`src/rtl/mem_arbiter.sv`:
```
// Serialises cpu_core read/write ports onto one byte-wide synchronous RAM, little-endian.
// Define MEM_ARB_RR_EN for round-robin arbitration between the two read ports.
module mem_arbiter #(
   parameter int ADDR_W = 17,
   parameter int R_PORT = 2
) (
   input  logic                  clk,
   input  logic                  rst,
   input  logic [32*R_PORT-1:0]  co_raddr,
   input  logic [R_PORT-1:0]     co_re,
   input  logic [2*R_PORT-1:0]   co_rlen,
   output logic [32*R_PORT-1:0]  co_din,
   output logic [R_PORT-1:0]     co_rack,
   input  logic [31:0]           co_waddr,
   input  logic [31:0]           co_dout,
   input  logic                  co_we,
   input  logic [1:0]            co_wlen,
   output logic                  co_wack,
   output logic [ADDR_W-1:0]     mem_a,
   output logic [7:0]            mem_dout,
   input  logic [7:0]            mem_din,
   output logic                  mem_wr
);

   typedef enum logic [1:0] {IDLE, READ, WRITE, DONE} state_t;

   state_t                state_q, state_d;
   logic [ADDR_W-1:0]     base_q, base_d;
   logic [1:0]            last_q, last_d;
   logic [31:0]           wdata_q, wdata_d;
   logic                  port_q, port_d;
   logic [2:0]            cnt_q, cnt_d;
   logic [2:0]            cool_q, cool_d;
   logic [32*R_PORT-1:0]  din_q, din_d;
   logic [R_PORT-1:0]     rack_q, rack_d;
   logic                  wack_q, wack_d;
   logic [ADDR_W-1:0]     mem_a_q, mem_a_d;
   logic [7:0]            mem_dout_q, mem_dout_d;
   logic                  mem_wr_q, mem_wr_d;
`ifdef MEM_ARB_RR_EN
   logic                  rr_q, rr_d;
`endif

   logic                  req_w, req1, req0, gport;
   logic [ADDR_W-1:0]     raddr_g, addr_nx;
   logic [1:0]            rlen_g, byte_sel;
   logic [2:0]            cnt_nx, last_ext;
   logic                  unused_addr_bits;

   function automatic logic [1:0] len_last(input logic [1:0] len);
      case (len)
         2'b00:   len_last = 2'd0;
         2'b01:   len_last = 2'd1;
         default: len_last = 2'd3;
      endcase
   endfunction

   always_comb begin
      unused_addr_bits = ^{co_waddr[31:ADDR_W], co_raddr[63:32+ADDR_W], co_raddr[31:ADDR_W]};
   end

   always_comb begin
      // Cooldown masks the requester acked last cycle so a late-dropping requester is not re-served.
      req_w = co_we    & ~cool_q[2];
      req1  = co_re[1] & ~cool_q[1];
      req0  = co_re[0] & ~cool_q[0];
`ifdef MEM_ARB_RR_EN
      gport = (req1 && req0) ? ~rr_q : req1;
`else
      gport = req1;
`endif
      raddr_g  = co_raddr[{gport, 5'b00000} +: ADDR_W];
      rlen_g   = co_rlen[{gport, 1'b0} +: 2];
      cnt_nx   = cnt_q + 3'd1;
      last_ext = {1'b0, last_q};
      addr_nx  = base_q + {{(ADDR_W-3){1'b0}}, cnt_nx};
      byte_sel = cnt_q[1:0] - 2'd1;
   end

   always_comb begin
      state_d    = state_q;
      base_d     = base_q;
      last_d     = last_q;
      wdata_d    = wdata_q;
      port_d     = port_q;
      cnt_d      = cnt_q;
      cool_d     = '0;
      din_d      = din_q;
      rack_d     = '0;
      wack_d     = 1'b0;
      mem_a_d    = mem_a_q;
      mem_dout_d = mem_dout_q;
      mem_wr_d   = 1'b0;
`ifdef MEM_ARB_RR_EN
      rr_d       = rr_q;
`endif

      case (state_q)
         IDLE: begin
            if (req_w) begin
               state_d    = WRITE;
               base_d     = co_waddr[ADDR_W-1:0];
               last_d     = len_last(co_wlen);
               wdata_d    = co_dout;
               cnt_d      = '0;
               mem_a_d    = co_waddr[ADDR_W-1:0];
               mem_dout_d = co_dout[7:0];
               mem_wr_d   = 1'b1;
            end else if (req1 || req0) begin
               state_d = READ;
               base_d  = raddr_g;
               last_d  = len_last(rlen_g);
               port_d  = gport;
               cnt_d   = '0;
               mem_a_d = raddr_g;
               din_d[{gport, 5'b00000} +: 32] = '0;
`ifdef MEM_ARB_RR_EN
               rr_d    = gport;
`endif
            end
         end

         READ: begin
            // RAM data lags the address by one cycle, so cycle c captures byte c-1.
            cnt_d = cnt_nx;
            if (cnt_q != 3'd0) begin
               din_d[{port_q, byte_sel, 3'b000} +: 8] = mem_din;
            end
            if (cnt_q == last_ext + 3'd1) begin
               state_d        = DONE;
               rack_d[port_q] = 1'b1;
            end else if (cnt_q < last_ext) begin
               mem_a_d = addr_nx;
            end
         end

         WRITE: begin
            if (cnt_q == last_ext) begin
               state_d = DONE;
               wack_d  = 1'b1;
            end else begin
               cnt_d      = cnt_nx;
               mem_a_d    = addr_nx;
               mem_dout_d = wdata_q[{cnt_nx[1:0], 3'b000} +: 8];
               mem_wr_d   = 1'b1;
            end
         end

         DONE: begin
            state_d = IDLE;
            cool_d  = {wack_q, rack_q[1], rack_q[0]};
         end

         default: state_d = IDLE;
      endcase
   end

   always_ff @(posedge clk or posedge rst) begin
      if (rst) begin
         state_q    <= IDLE;
         base_q     <= '0;
         last_q     <= '0;
         wdata_q    <= '0;
         port_q     <= 1'b0;
         cnt_q      <= '0;
         cool_q     <= '0;
         din_q      <= '0;
         rack_q     <= '0;
         wack_q     <= 1'b0;
         mem_a_q    <= '0;
         mem_dout_q <= '0;
         mem_wr_q   <= 1'b0;
`ifdef MEM_ARB_RR_EN
         rr_q       <= 1'b0;
`endif
      end else begin
         state_q    <= state_d;
         base_q     <= base_d;
         last_q     <= last_d;
         wdata_q    <= wdata_d;
         port_q     <= port_d;
         cnt_q      <= cnt_d;
         cool_q     <= cool_d;
         din_q      <= din_d;
         rack_q     <= rack_d;
         wack_q     <= wack_d;
         mem_a_q    <= mem_a_d;
         mem_dout_q <= mem_dout_d;
         mem_wr_q   <= mem_wr_d;
`ifdef MEM_ARB_RR_EN
         rr_q       <= rr_d;
`endif
      end
   end

   assign co_din   = din_q;
   assign co_rack  = rack_q;
   assign co_wack  = wack_q;
   assign mem_a    = mem_a_q;
   assign mem_dout = mem_dout_q;
   assign mem_wr   = mem_wr_q;

endmodule

```
`config.mk`:
```
export PLATFORM = sky130hd
export DESIGN_NAME = mem_arbiter
export DESIGN_NICKNAME = d
export VERILOG_FILES = /design/src/rtl/mem_arbiter.sv
export SDC_FILE = /design/constraint.sdc
export NUM_CORES = 1
export LEC_CHECK = 0
export CAP_MARGIN = 20
export CORE_MARGIN = 5
export CORE_UTILIZATION = 30
export CTS_CLUSTER_SIZE = 10
export DETAILED_ROUTE_END_ITERATION = 8
export GPL_TIMING_DRIVEN = 1
export PLACE_DENSITY_LB_ADDON = 0.05
export REMOVE_ABC_BUFFERS = 1
export SKIP_LAST_GASP = 1
export SYNTH_ARGS = -nofsm -noshare
export SYNTH_HDL_FRONTEND = slang
export SYNTH_SLANG_ARGS = --single-unit
```
`constraint.sdc`:
```
create_clock -name clk -period 13.92 [get_ports clk]
set_input_delay 1.392 -clock clk [delete_from_list [all_inputs] [get_ports clk]]
set_output_delay 1.392 -clock clk [all_outputs]
set_load 0.1 [all_outputs]
```
==> out/qor.txt, run 1 <==
=================================================================================
RSZ-0062 raised after global routing                                        false
Setup repair bufs after CTS                                                     0
Met3 track utilization from global routing                                 4.624%
Final critical path time including I/O delays and setup                  3.668 ns
# nets final                                                                 1040
Post-route cell area                                                   10460 um^2
Wire length of the first global-routing pass                             35.03 mm
Port buffer count                                                             194
Fraction of synthesis flops using an asynchronous set or reset pin         100.0%
Library cell used as clock root buffer                               sky130_fd_sc_hd__clkbuf_16
Final number of setup-violating endpoints                                       0
Per-instance average area after synthesis                              11.04 um^2
Skew-Pair Late Insertion Delay                                            0.42 ns
Largest net degree at the start of global routing                              84
Area growth syn-to-layout                                                  38.64%
Number of register bits inferred by synthesis                                 153
Max Cap Viol                                                                    0
Post-synthesis cell type count                                                 65
Combined global-route utilization of all metal layers                      15.59%
Initial cell density of the core                                           30.21%
Max-slew headroom                                                          29.62%
WL final                                                                 22.11 mm
Row Count                                                                      58
Max frequency                                                           272.7 MHz
Total congestion overflow                                                       0
Total power density per cell area                                    277.2 nW/um^2
Final HPWL from detailed placement                                       15.56 mm
Area used by multi-input combinational logic                            3456 um^2
Number of I/O pins                                                            240
Total cell area at the placement stage                                  9828 um^2
Element type at the critical path end                                   flip-flop
Mean routed wirelength per cell                                          18.18 um
PnR Total Power                                                        0.002898 W
TritonCTS clock tree                                                          yes
YS warnings                                                                     0
Top area cells in the synthesized netlist                            sky130_fd_sc_hd__dfrtp_1, sky130_fd_sc_hd__mux2_2, sky130_fd_sc_hd__nand2_1
Overall die width                                                        168.5 um
Detailed-route DRC error count                                                  0
Critical path class                                                  input pin to flip-flop
Top FF cell, synth                                                   sky130_fd_sc_hd__dfrtp_1
Layout cells sized above 1                                                 14.69%
Number of hold-slack violations in the final timing report                      0
Sequential cell area fraction in the yosys report                          50.77%
Number of buffers created by CTS                                               17
Period Utilization, post-route                                             26.35%
Worst hold slack after final layout                                     0.4752 ns
Met1 routing resource usage after global routing                           20.31%
RePlAce Congestion                                                         0.7866
CTS hold repair buffers                                                         0
Synth Instances                                                               683
DIE HEIGHT                                                               168.5 um
Floorplan core area                                                    24960 um^2
Yosys top cell by area                                               sky130_fd_sc_hd__dfrtp_1
Clock sink total                                                              153
DRT antenna net count                                                           0
Top-area cell type share of the netlist area                               50.77%
Busiest layer in global routing                                              met2
Clock tree buffer depth                                                         2
Storage element area                                                    3829 um^2
Floorplan die area                                                     28410 um^2
Synthesized area                                                        7541 um^2
Worst slew pin tran                                                      1.056 ns
Starting DRC count in detailed routing                                        202
Crit path max fanout                                                           21
GR Layer Usage met2                                                        24.97%
Via count of the first global-routing pass                                   6208
Initial DRT Pass Iterations                                                     4
Average vias per placed instance                                            4.854
Count of vias placed by the detailed router                                  5903
Initial antenna violation count                                                 1
Summed negative setup slack over all endpoints                               0 ns
Clock slew at reported path FFs                                           0.07 ns
Hold Path Class                                                      flip-flop to flip-flop
Number of gates resized after cts                                               0
Launching element type of the critical path                             input pin
Crit path DAT                                                             3.97 ns
Status                                                               complete, no violations
Number of synthesized flops with an enable pin                                  0
H-tree lvl count                                                                4
Final worst clock skew                                                 0.01210 ns
Peak ir drop on the vdd network                                         0.1601 mV
Data required time at the worst endpoint                                 14.22 ns
Cell leakage power                                                       4.468 nW
Filler Cells Inserted                                                        2422
Count of pins over their slew limit                                             0
=================================================================================
metal layers:
metal | share of wire (%) | routed length [um]
met5 | 0 | 0
met4 | 1.5 | 336
met2 | 47 | 10310
met3 | 6.5 | 1431
met1 | 45 | 10040
cells by family (layout without fill, tap and decap cells):
kind of cell | Yosys count | in the layout | synth area share (%)
multiplexers | 83 | 83 | 13.31
buffers and inverters | 63 | 265 | 3.617
adder cells (fa/ha/maj) | 20 | 20 | 3.418
flip-flops | 153 | 153 | 50.77
XOR/XNOR | 14 | 14 | 1.726
AO/OA/AOI/OAI | 157 | 157 | 14.90
other | 0 | 1 | 0
AND/OR/NAND/NOR | 193 | 193 | 12.26
flip-flops by register name, summed over array words and instances, names as in the netlist, 2 cells and up:
register	count
cool_q	3
mem_a	17
state_q	2
last_q	2
wdata_q	32
mem_dout	8
co_din	64
base_q	17
cnt_q	3
co_rack	2
layout make-up:
type | count | area share, %
antenna | 1 | 0.02393
clock buffer | 18 | 4.105
clock inverter | 13 | 1.604
inverter | 30 | 1.125
multi-input combinational | 467 | 33.05
sequential | 153 | 36.62
tap | 330 | 3.949
timing repair buffer | 204 | 19.52
cell usage after synthesis (5+ instances only):
library cell	count
sky130_fd_sc_hd__dfrtp_1	153
sky130_fd_sc_hd__nand2_1	98
sky130_fd_sc_hd__mux2_2	54
sky130_fd_sc_hd__o21ai_0	45
sky130_fd_sc_hd__a22o_1	40
sky130_fd_sc_hd__nor2_1	30
sky130_fd_sc_hd__inv_1	28
sky130_fd_sc_hd__clkbuf_1	21
sky130_fd_sc_hd__mux2i_1	20
sky130_fd_sc_hd__ha_1	19
sky130_fd_sc_hd__nor3_1	14
sky130_fd_sc_hd__o31ai_1	11
sky130_fd_sc_hd__a31oi_1	10
sky130_fd_sc_hd__xor2_1	10
sky130_fd_sc_hd__a21oi_1	9
sky130_fd_sc_hd__a31o_2	9
sky130_fd_sc_hd__mux4_2	8
sky130_fd_sc_hd__nand3_1	8
sky130_fd_sc_hd__a211oi_1	6
sky130_fd_sc_hd__and2_1	5
sky130_fd_sc_hd__buf_2	5
sky130_fd_sc_hd__nand2b_1	5
sky130_fd_sc_hd__nor2b_1	5
final timing paths:
check                                      startpoint  slack (ns)                endpoint  cells after the start
min in group asynchronous                         rst        1.47  co_din[13]$_DFFE_PP0P_                      2
max in group asynchronous                         rst       10.96  co_din[33]$_DFFE_PP0P_                      3
worst min register to register  mem_a[11]$_DFFE_PP0P_        0.48   mem_a[11]$_DFFE_PP0P_                      2
worst max-delay path                         co_re[1]       10.25  co_din[17]$_DFFE_PP0P_                      5
worst min-delay path            mem_a[11]$_DFFE_PP0P_        0.48   mem_a[11]$_DFFE_PP0P_                      2
worst max register to register   cnt_q[0]$_DFFE_PP0P_       10.77   mem_a[16]$_DFFE_PP0P_                     10
per-stage QoR:
stage / setup slack [ns] / std cells / utilization, %
3_5_place_dp: 9.549 / 1183 / 39.37
6_report: 10.25 / 1216 / 41.88
4_1_cts: 9.998 / 1214 / 41.76
2_1_floorplan: 8.407 / 650 / -
5_1_grt: 10.09 / 1216 / 41.88
3_3_place_gp: 9.557 / 1181 / 39.29
report_power, final:
group / total, W / internal [W] / switching (W)
sequential: 0.000738 / 0.000621 / 0.000116
combinational: 0.00168 / 0.000542 / 0.00114
clock: 0.000480 / 0.000284 / 0.000196
total: 0.00290 / 0.00145 / 0.00145
cell usage in the layout, fill, tap and decap left out, types with 5 or more instances in the layout:
cell type                           n
sky130_fd_sc_hd__and2_1             5
sky130_fd_sc_hd__mux2i_1           20
sky130_fd_sc_hd__buf_4              8
sky130_fd_sc_hd__ha_1              19
sky130_fd_sc_hd__nor3_1            14
sky130_fd_sc_hd__nand2b_1           5
sky130_fd_sc_hd__inv_6              5
sky130_fd_sc_hd__xor2_1            10
sky130_fd_sc_hd__a31o_2             9
sky130_fd_sc_hd__o31ai_1           10
sky130_fd_sc_hd__o21ai_0           45
sky130_fd_sc_hd__mux2_2            54
sky130_fd_sc_hd__dfrtp_1          153
sky130_fd_sc_hd__clkdlybuf4s50_1  194
sky130_fd_sc_hd__nand3_1            8
sky130_fd_sc_hd__inv_1             27
sky130_fd_sc_hd__mux4_2             8
sky130_fd_sc_hd__nor2_1            30
sky130_fd_sc_hd__nand2_1           98
sky130_fd_sc_hd__a22o_1            40
sky130_fd_sc_hd__a31oi_1           10
sky130_fd_sc_hd__a211oi_1           6
sky130_fd_sc_hd__clkbuf_16         17
sky130_fd_sc_hd__a21oi_1            9
critical path, cell delays in order:
cell and delay, ns:
sky130_fd_sc_hd__clkdlybuf4s50_1 0.43, sky130_fd_sc_hd__nand2b_1 0.75, sky130_fd_sc_hd__nor2_1 0.41, sky130_fd_sc_hd__nor3_4 0.57, sky130_fd_sc_hd__mux2_2 0.40
(Power assumes the default switching activity.)
==> run 2: changes to the inputs <==
Clock period 13.92 ns to 3.55 ns, I/O delays scaled along.
==> run 2 against run 1 <==
  * Sequential share of layout area about the same
  * Cell count increased by 0.49%
  * Clock power increased to 3.7 times the previous value
  * Worst hold slack got worse by 0.043 ns
  * First-iteration DRC count increased by 12%
  * Critical endpoint is now mem_a[16]$_DFFE_PP0P_
  * Sequential power increased to 3.9 times the previous value
  * Clock skew decreased by 0.0017 ns
  * Die area unchanged
  * Combinational power increased to 3.9 times the previous value
  * Utilization decreased by 0.055 points
  * Wire length decreased by 0.58%
  * Global-route usage about the same
==> out/qor.txt, run 2 (synthesis gave the netlist of run 1 again) <==
===================================================================================
Setup repair bufs after CTS                                                       0   unchanged
Peak ir drop on the vdd network                                           0.8621 mV   was 0.1601 mV
Total congestion overflow                                                         0   unchanged
Combined global-route utilization of all metal layers                        15.62%   was 15.59%
Count of pins over their slew limit                                               0   unchanged
Area growth syn-to-layout                                                    38.46%   was 38.64%
Floorplan die area                                                       28410 um^2   unchanged
TritonCTS clock tree                                                            yes   unchanged
Final worst clock skew                                                   0.01040 ns   was 0.01210 ns
Library cell used as clock root buffer                                 sky130_fd_sc_hd__clkbuf_16   unchanged
Number of I/O pins                                                              240   unchanged
Average vias per placed instance                                              4.830   was 4.854
Crit path max fanout                                                             27   was 21
H-tree lvl count                                                                  4   unchanged
Number of hold-slack violations in the final timing report                        0   unchanged
Initial cell density of the core                                             30.21%   unchanged
Crit path buffers/inverters                                                       1   unchanged
Largest net degree at the start of global routing                                84   unchanged
Detailed-route DRC error count                                                    0   unchanged
Final critical path time including I/O delays and setup                    2.872 ns
Wire length of the first global-routing pass                               35.43 mm   was 35.03 mm
Final HPWL from detailed placement                                         15.76 mm   was 15.56 mm
Initial DRT Pass Iterations                                                       4   unchanged
Most used cell, CP                                                     sky130_fd_sc_hd__ha_1
Worst hold slack after final layout                                       0.4319 ns   was 0.4752 ns
Filler Cells Inserted                                                          2447   was 2422
Initial antenna violation count                                                   0   was 1
Hold Path Class                                                        input pin to asynchronous set/reset pin   was flip-flop to flip-flop
# nets final                                                                   1046   was 1040
Delay of the slowest cell on the worst path                                 0.47 ns   was 0.75 ns
Max Cap Viol                                                                      0   unchanged
Total power density per cell area                                      1072 nW/um^2   was 277.2 nW/um^2
RSZ-0062 raised after global routing                                          false   unchanged
Series of cell instances along the critical path                       buf_4 -> ha_1 -> xor2_1 -> ha_1 -> nor2b_1 -> o211ai_1 -> o41ai_1 -> o22ai_1 -> o21ai_0   was clkdlybuf4s50_1 -> nand2b_1 -> nor2_1 -> nor3_4 -> mux2_2
Data required time at the worst endpoint                                    3.88 ns   was 14.22 ns
Period Utilization, post-route                                               80.91%
Launching element type of the critical path                               flip-flop   was input pin
Area used by multi-input combinational logic                              3456 um^2   unchanged
Clock tree buffer depth                                                           2   unchanged
Storage element area                                                      3829 um^2   unchanged
Mean routed wirelength per cell                                            17.99 um   was 18.18 um
Row Count                                                                        58   unchanged
RePlAce Congestion                                                           0.7856   was 0.7866
Skew-Pair Late Insertion Delay                                              0.42 ns   about the same
Final number of setup-violating endpoints                                         0   unchanged
Overall die width                                                          168.5 um   unchanged
Layout cells sized above 1                                                   15.36%   was 14.69%
Commonest cells after routing, fill and taps aside                     sky130_fd_sc_hd__clkdlybuf4s50_1, sky130_fd_sc_hd__dfrtp_1, sky130_fd_sc_hd__nand2_1   unchanged
Cell leakage power                                                         4.467 nW   was 4.468 nW
Clock slew at reported path FFs                                             0.07 ns   about the same
Clock sink total                                                                153   unchanged
Critical-path top delay cell                                           sky130_fd_sc_hd__o41ai_1   was sky130_fd_sc_hd__nand2b_1
Worst setup slack after placement                                         0.6550 ns   was 9.549 ns
CTS hold repair buffers                                                           0   unchanged
Worst Slack Setup Final                                                   0.6776 ns   was 10.25 ns
DRT antenna net count                                                             0   unchanged
Status                                                                 complete, no violations   unchanged
DIE HEIGHT                                                                 168.5 um   unchanged
Number of placed instances, taps included                                      1190   was 1183
Number of gates resized after cts                                                 0   unchanged
Antenna diode count                                                               0   was 1
Crit-path leading delay family                                         compound AO/OA/AOI/OAI gates   was simple AND/OR/NAND/NOR gates
Port buffer count                                                               194   unchanged
Floorplan core area                                                      24960 um^2   unchanged
Max frequency                                                             348.1 MHz
WL final                                                                   21.98 mm   was 22.11 mm
Critical path class                                                    flip-flop to flip-flop   was input pin to flip-flop
Crit path DAT                                                               3.21 ns   was 3.97 ns
Worst slew pin tran                                                        1.057 ns   was 1.056 ns
Max-slew headroom                                                            29.28%   was 29.62%
Via count of the first global-routing pass                                     6366   was 6208
Number of buffers created by CTS                                                 17   unchanged
Commonest non-fill, non-tap cell in the layout                         sky130_fd_sc_hd__clkdlybuf4s50_1   unchanged
Count of vias placed by the detailed router                                    5902   was 5903
Starting DRC count in detailed routing                                          226   was 202
Element type at the critical path end                                     flip-flop   unchanged
Count of placed standard cells in the final layout, fillers left out           1222   was 1216
Summed negative setup slack over all endpoints                                 0 ns   unchanged
Largest register FFs                                                             64   unchanged
===================================================================================
-- run 2: through the flow --
step / power (W) / instance area (um^2) / utilization, %
global route: 0.01188 / 10440 / 41.83
floorplan: 0.007748 / 7381 / -
CTS: 0.01135 / 10440 / 41.83
finish: 0.01119 / 10440 / 41.83
global placement: 0.009426 / 9869 / 39.53
detailed placement: 0.009531 / 9877 / 39.57
-- run 2: worst paths after layout --
path,from,endpoint,slack (ns),cells past startpoint
max,cnt_q[0]$_DFFE_PP0P_,mem_a[16]$_DFFE_PP0P_,0.68,9
min reg2reg,mem_a[12]$_DFFE_PP0P_,mem_a[12]$_DFFE_PP0P_,0.48,2
min,rst,co_din[8]$_DFFE_PP0P_,0.43,2
max reg2reg,cnt_q[0]$_DFFE_PP0P_,mem_a[16]$_DFFE_PP0P_,0.68,9
max in group asynchronous,rst,co_din[20]$_DFFE_PP0P_,2.23,3
min in group clk,mem_a[12]$_DFFE_PP0P_,mem_a[12]$_DFFE_PP0P_,0.48,2
-- run 2: where the power goes --
group          switching [W]  internal [W]
logic                0.00444       0.00208
clock network       0.000784      0.000981
registers           0.000462       0.00244
-- run 2: final cells by class --
cell class | count | share of cell area [%]
sequential | 153 | 36.67
multi-input combinational | 467 | 33.10
timing repair buffer | 210 | 19.75
clock buffer | 18 | 4.110
tap | 330 | 3.954
clock inverter | 14 | 1.294
inverter | 30 | 1.126
-- run 2: worst register-to-register path, stage by stage, from the launching register on --
cell	delay (ns)
sky130_fd_sc_hd__dfrtp_1	0.35
sky130_fd_sc_hd__buf_4	0.37
sky130_fd_sc_hd__ha_1	0.28
sky130_fd_sc_hd__xor2_1	0.12
sky130_fd_sc_hd__ha_1	0.31
sky130_fd_sc_hd__nor2b_1	0.33
sky130_fd_sc_hd__o211ai_1	0.28
sky130_fd_sc_hd__o41ai_1	0.47
sky130_fd_sc_hd__o22ai_1	0.12
sky130_fd_sc_hd__o21ai_0	0.18
-- run 2: routing by layer --
layer	track usage (%)	vias to the layer above	wire, um
met5	0	-	0
met4	3.634	0	160
met3	4.320	8	1435
met2	25.07	164	10340
met1	21.16	2877	10050
li1	-	2853	-
==> run 3: changes to the inputs <==
Clock period 3.55 ns to 2.7 ns, I/O delays scaled along.
==> run 3 against run 2 <==
  * Via count grew 2.8%
  * Clock-buffer cell count up 1
  * Sequential share of layout area fell by 0.23 points
  * Critical endpoint is now mem_a[15]$_DFFE_PP0P_
  * Largest cell class unchanged
  * Largest power group unchanged
==> out/qor.txt, run 3 (synthesis gave the netlist of run 1 again) <==
=========================================================================
Launching element type of the critical path                     flip-flop   unchanged
CTS hold repair buffers                                                 0   unchanged
PnR Total Power                                                 0.01511 W   was 0.01119 W
Number of I/O pins                                                    240   unchanged
DRT antenna net count                                                   0   unchanged
Layout cells sized above 1                                         27.90%   was 15.36%
Crit path max fanout                                                   11   was 27
Crit path DAT                                                     2.85 ns   was 3.21 ns
Count of pins over their slew limit                                     0   unchanged
Setup repair bufs after CTS                                             0   unchanged
Final number of setup-violating endpoints                               0   unchanged
WL final                                                         22.29 mm   was 21.98 mm
RSZ-0062 raised after global routing                                false   unchanged
Final HPWL from detailed placement                               16.21 mm   was 15.76 mm
Clock tree buffer depth                                                 2   unchanged
Total power density per cell area                            1438 nW/um^2   was 1072 nW/um^2
Skew-Pair Late Insertion Delay                                    0.42 ns   about the same
Data required time at the worst endpoint                          3.03 ns   was 3.88 ns
Busiest layer in global routing                                      met2   unchanged
Number of gates resized after cts                                       0   unchanged
Commonest non-fill, non-tap cell in the layout               sky130_fd_sc_hd__dfrtp_1   was sky130_fd_sc_hd__clkdlybuf4s50_1
Number of buffers created by CTS                                       17   unchanged
Count of vias placed by the detailed router                          6065   was 5902
Row Count                                                              58   unchanged
Wire length of the first global-routing pass                     35.82 mm   was 35.43 mm
Commonest cells after routing, fill and taps aside           sky130_fd_sc_hd__dfrtp_1, sky130_fd_sc_hd__buf_4, sky130_fd_sc_hd__clkdlybuf4s50_1   was sky130_fd_sc_hd__clkdlybuf4s50_1, sky130_fd_sc_hd__dfrtp_1, sky130_fd_sc_hd__nand2_1
Combined global-route utilization of all metal layers              15.66%   was 15.62%
Clock slew at reported path FFs                                   0.07 ns   about the same
Total cell area at the placement stage                          9867 um^2   was 9877 um^2
Summed negative setup slack over all endpoints                       0 ns   unchanged
Initial cell density of the core                                   30.21%   unchanged
Floorplan core area                                            24960 um^2   unchanged
Area growth syn-to-layout                                          39.34%   was 38.46%
Element type at the critical path end                           flip-flop   unchanged
RePlAce Congestion                                                 0.7842   was 0.7856
# nets final                                                         1069   was 1046
Max-slew headroom                                                  49.86%   was 29.28%
Starting DRC count in detailed routing                                233   was 226
Met1 routing resource usage after global routing                   21.59%   was 21.16%
GR Layer Usage met2                                                25.09%   was 25.07%
TritonCTS clock tree                                                  yes   unchanged
Max Cap Viol                                                            0   unchanged
Largest register FFs                                                   64   unchanged
Initial antenna violation count                                         0   unchanged
Overall die width                                                168.5 um   unchanged
H-tree lvl count                                                        4   unchanged
Initial DRT Pass Iterations                                             4   unchanged
Status                                                       complete, no violations   unchanged
Worst hold slack after final layout                             0.1590 ns   was 0.4319 ns
Final critical path time including I/O delays and setup          2.518 ns   was 2.872 ns
Critical path class                                          flip-flop to flip-flop   unchanged
Mean routed wirelength per cell                                  17.92 um   was 17.99 um
Max frequency                                                   397.1 MHz   was 348.1 MHz
Cell leakage power                                               4.801 nW   was 4.467 nW
Clock sink total                                                      153   unchanged
Post-route cell area                                           10510 um^2   was 10440 um^2
Antenna diode count                                                     0   unchanged
Port buffer count                                                     194   unchanged
Floorplan die area                                             28410 um^2   unchanged
Library cell used as clock root buffer                       sky130_fd_sc_hd__clkbuf_16   unchanged
Final worst clock skew                                         0.01091 ns   was 0.01040 ns
Peak ir drop on the vdd network                                 0.8157 mV   was 0.8621 mV
Hold Path Class                                              input pin to asynchronous set/reset pin   unchanged
Via count of the first global-routing pass                           6481   was 6366
Average vias per placed instance                                    4.875   was 4.830
Period Utilization, post-route                                     93.26%   was 80.91%
Detailed-route DRC error count                                          0   unchanged
Met3 track utilization from global routing                         3.877%   was 4.320%
Largest net degree at the start of global routing                      78   was 84
Worst slew pin tran                                             0.7502 ns   was 1.057 ns
DIE HEIGHT                                                       168.5 um   unchanged
Number of hold-slack violations in the final timing report              0   unchanged
Total congestion overflow                                               0   unchanged
=========================================================================
-- run 3: area by class of cell --
type,count,area (um^2)
inverter,30,117.6
clock inverter,12,187.7
sequential,153,3829
clock buffer,19,432.9
multi-input combinational,467,3476
timing repair buffer,233,2052
fill,2441,14460
tap,330,412.9
-- run 3: worst max-delay path: stages (launching register included) --
cell and delay [ns]:
sky130_fd_sc_hd__dfrtp_1 0.41, sky130_fd_sc_hd__inv_1 0.20, sky130_fd_sc_hd__ha_1 0.28, sky130_fd_sc_hd__buf_4 0.20, sky130_fd_sc_hd__ha_1 0.29, sky130_fd_sc_hd__nand3_1 0.15, sky130_fd_sc_hd__a211o_1 0.37, sky130_fd_sc_hd__o31a_1 0.30
sky130_fd_sc_hd__o2bb2ai_1 0.12, sky130_fd_sc_hd__o21ai_0 0.14
-- run 3: per-layer routing --
| layer | wire length [um] | up-vias |
|---|---|---|
| met4 | 299 | 0 |
| met2 | 10340 | 164 |
| met3 | 1229 | 16 |
| li1 | - | 2890 |
| met1 | 10420 | 2995 |
| met5 | 0 | - |
-- run 3: per-stage QoR --
stage	utilization (%)	cells	setup WS, ns
2_1_floorplan	-	650	-1.691
4_1_cts	42.01	1244	0.08186
6_report	42.09	1244	0.1819
3_3_place_gp	39.52	1213	0.1482
5_1_grt	42.09	1244	0.01339
3_5_place_dp	39.52	1213	0.09331
-- run 3: final timing paths --
kind / startpoint / to / slack (ns) / cells after the start
max: cnt_q[0]$_DFFE_PP0P_ / mem_a[15]$_DFFE_PP0P_ / 0.18 / 9
min: rst / co_din[14]$_DFFE_PP0P_ / 0.16 / 2
max reg2reg: cnt_q[0]$_DFFE_PP0P_ / mem_a[15]$_DFFE_PP0P_ / 0.18 / 9
min reg2reg: co_wack$_DFF_PP0_ / cool_q[2]$_DFF_PP0_ / 0.47 / 1
max in group asynchronous: rst / mem_a[9]$_DFFE_PP0P_ / 1.83 / 3
min in group clk: co_dout[23] / wdata_q[23]$_DFFE_PP0P_ / 0.46 / 2
-- run 3: report_power, final --
part           switching (W)  internal, W
combinational        0.00591      0.00282
clock               0.000998      0.00156
sequential          0.000617      0.00320
total                0.00752      0.00759
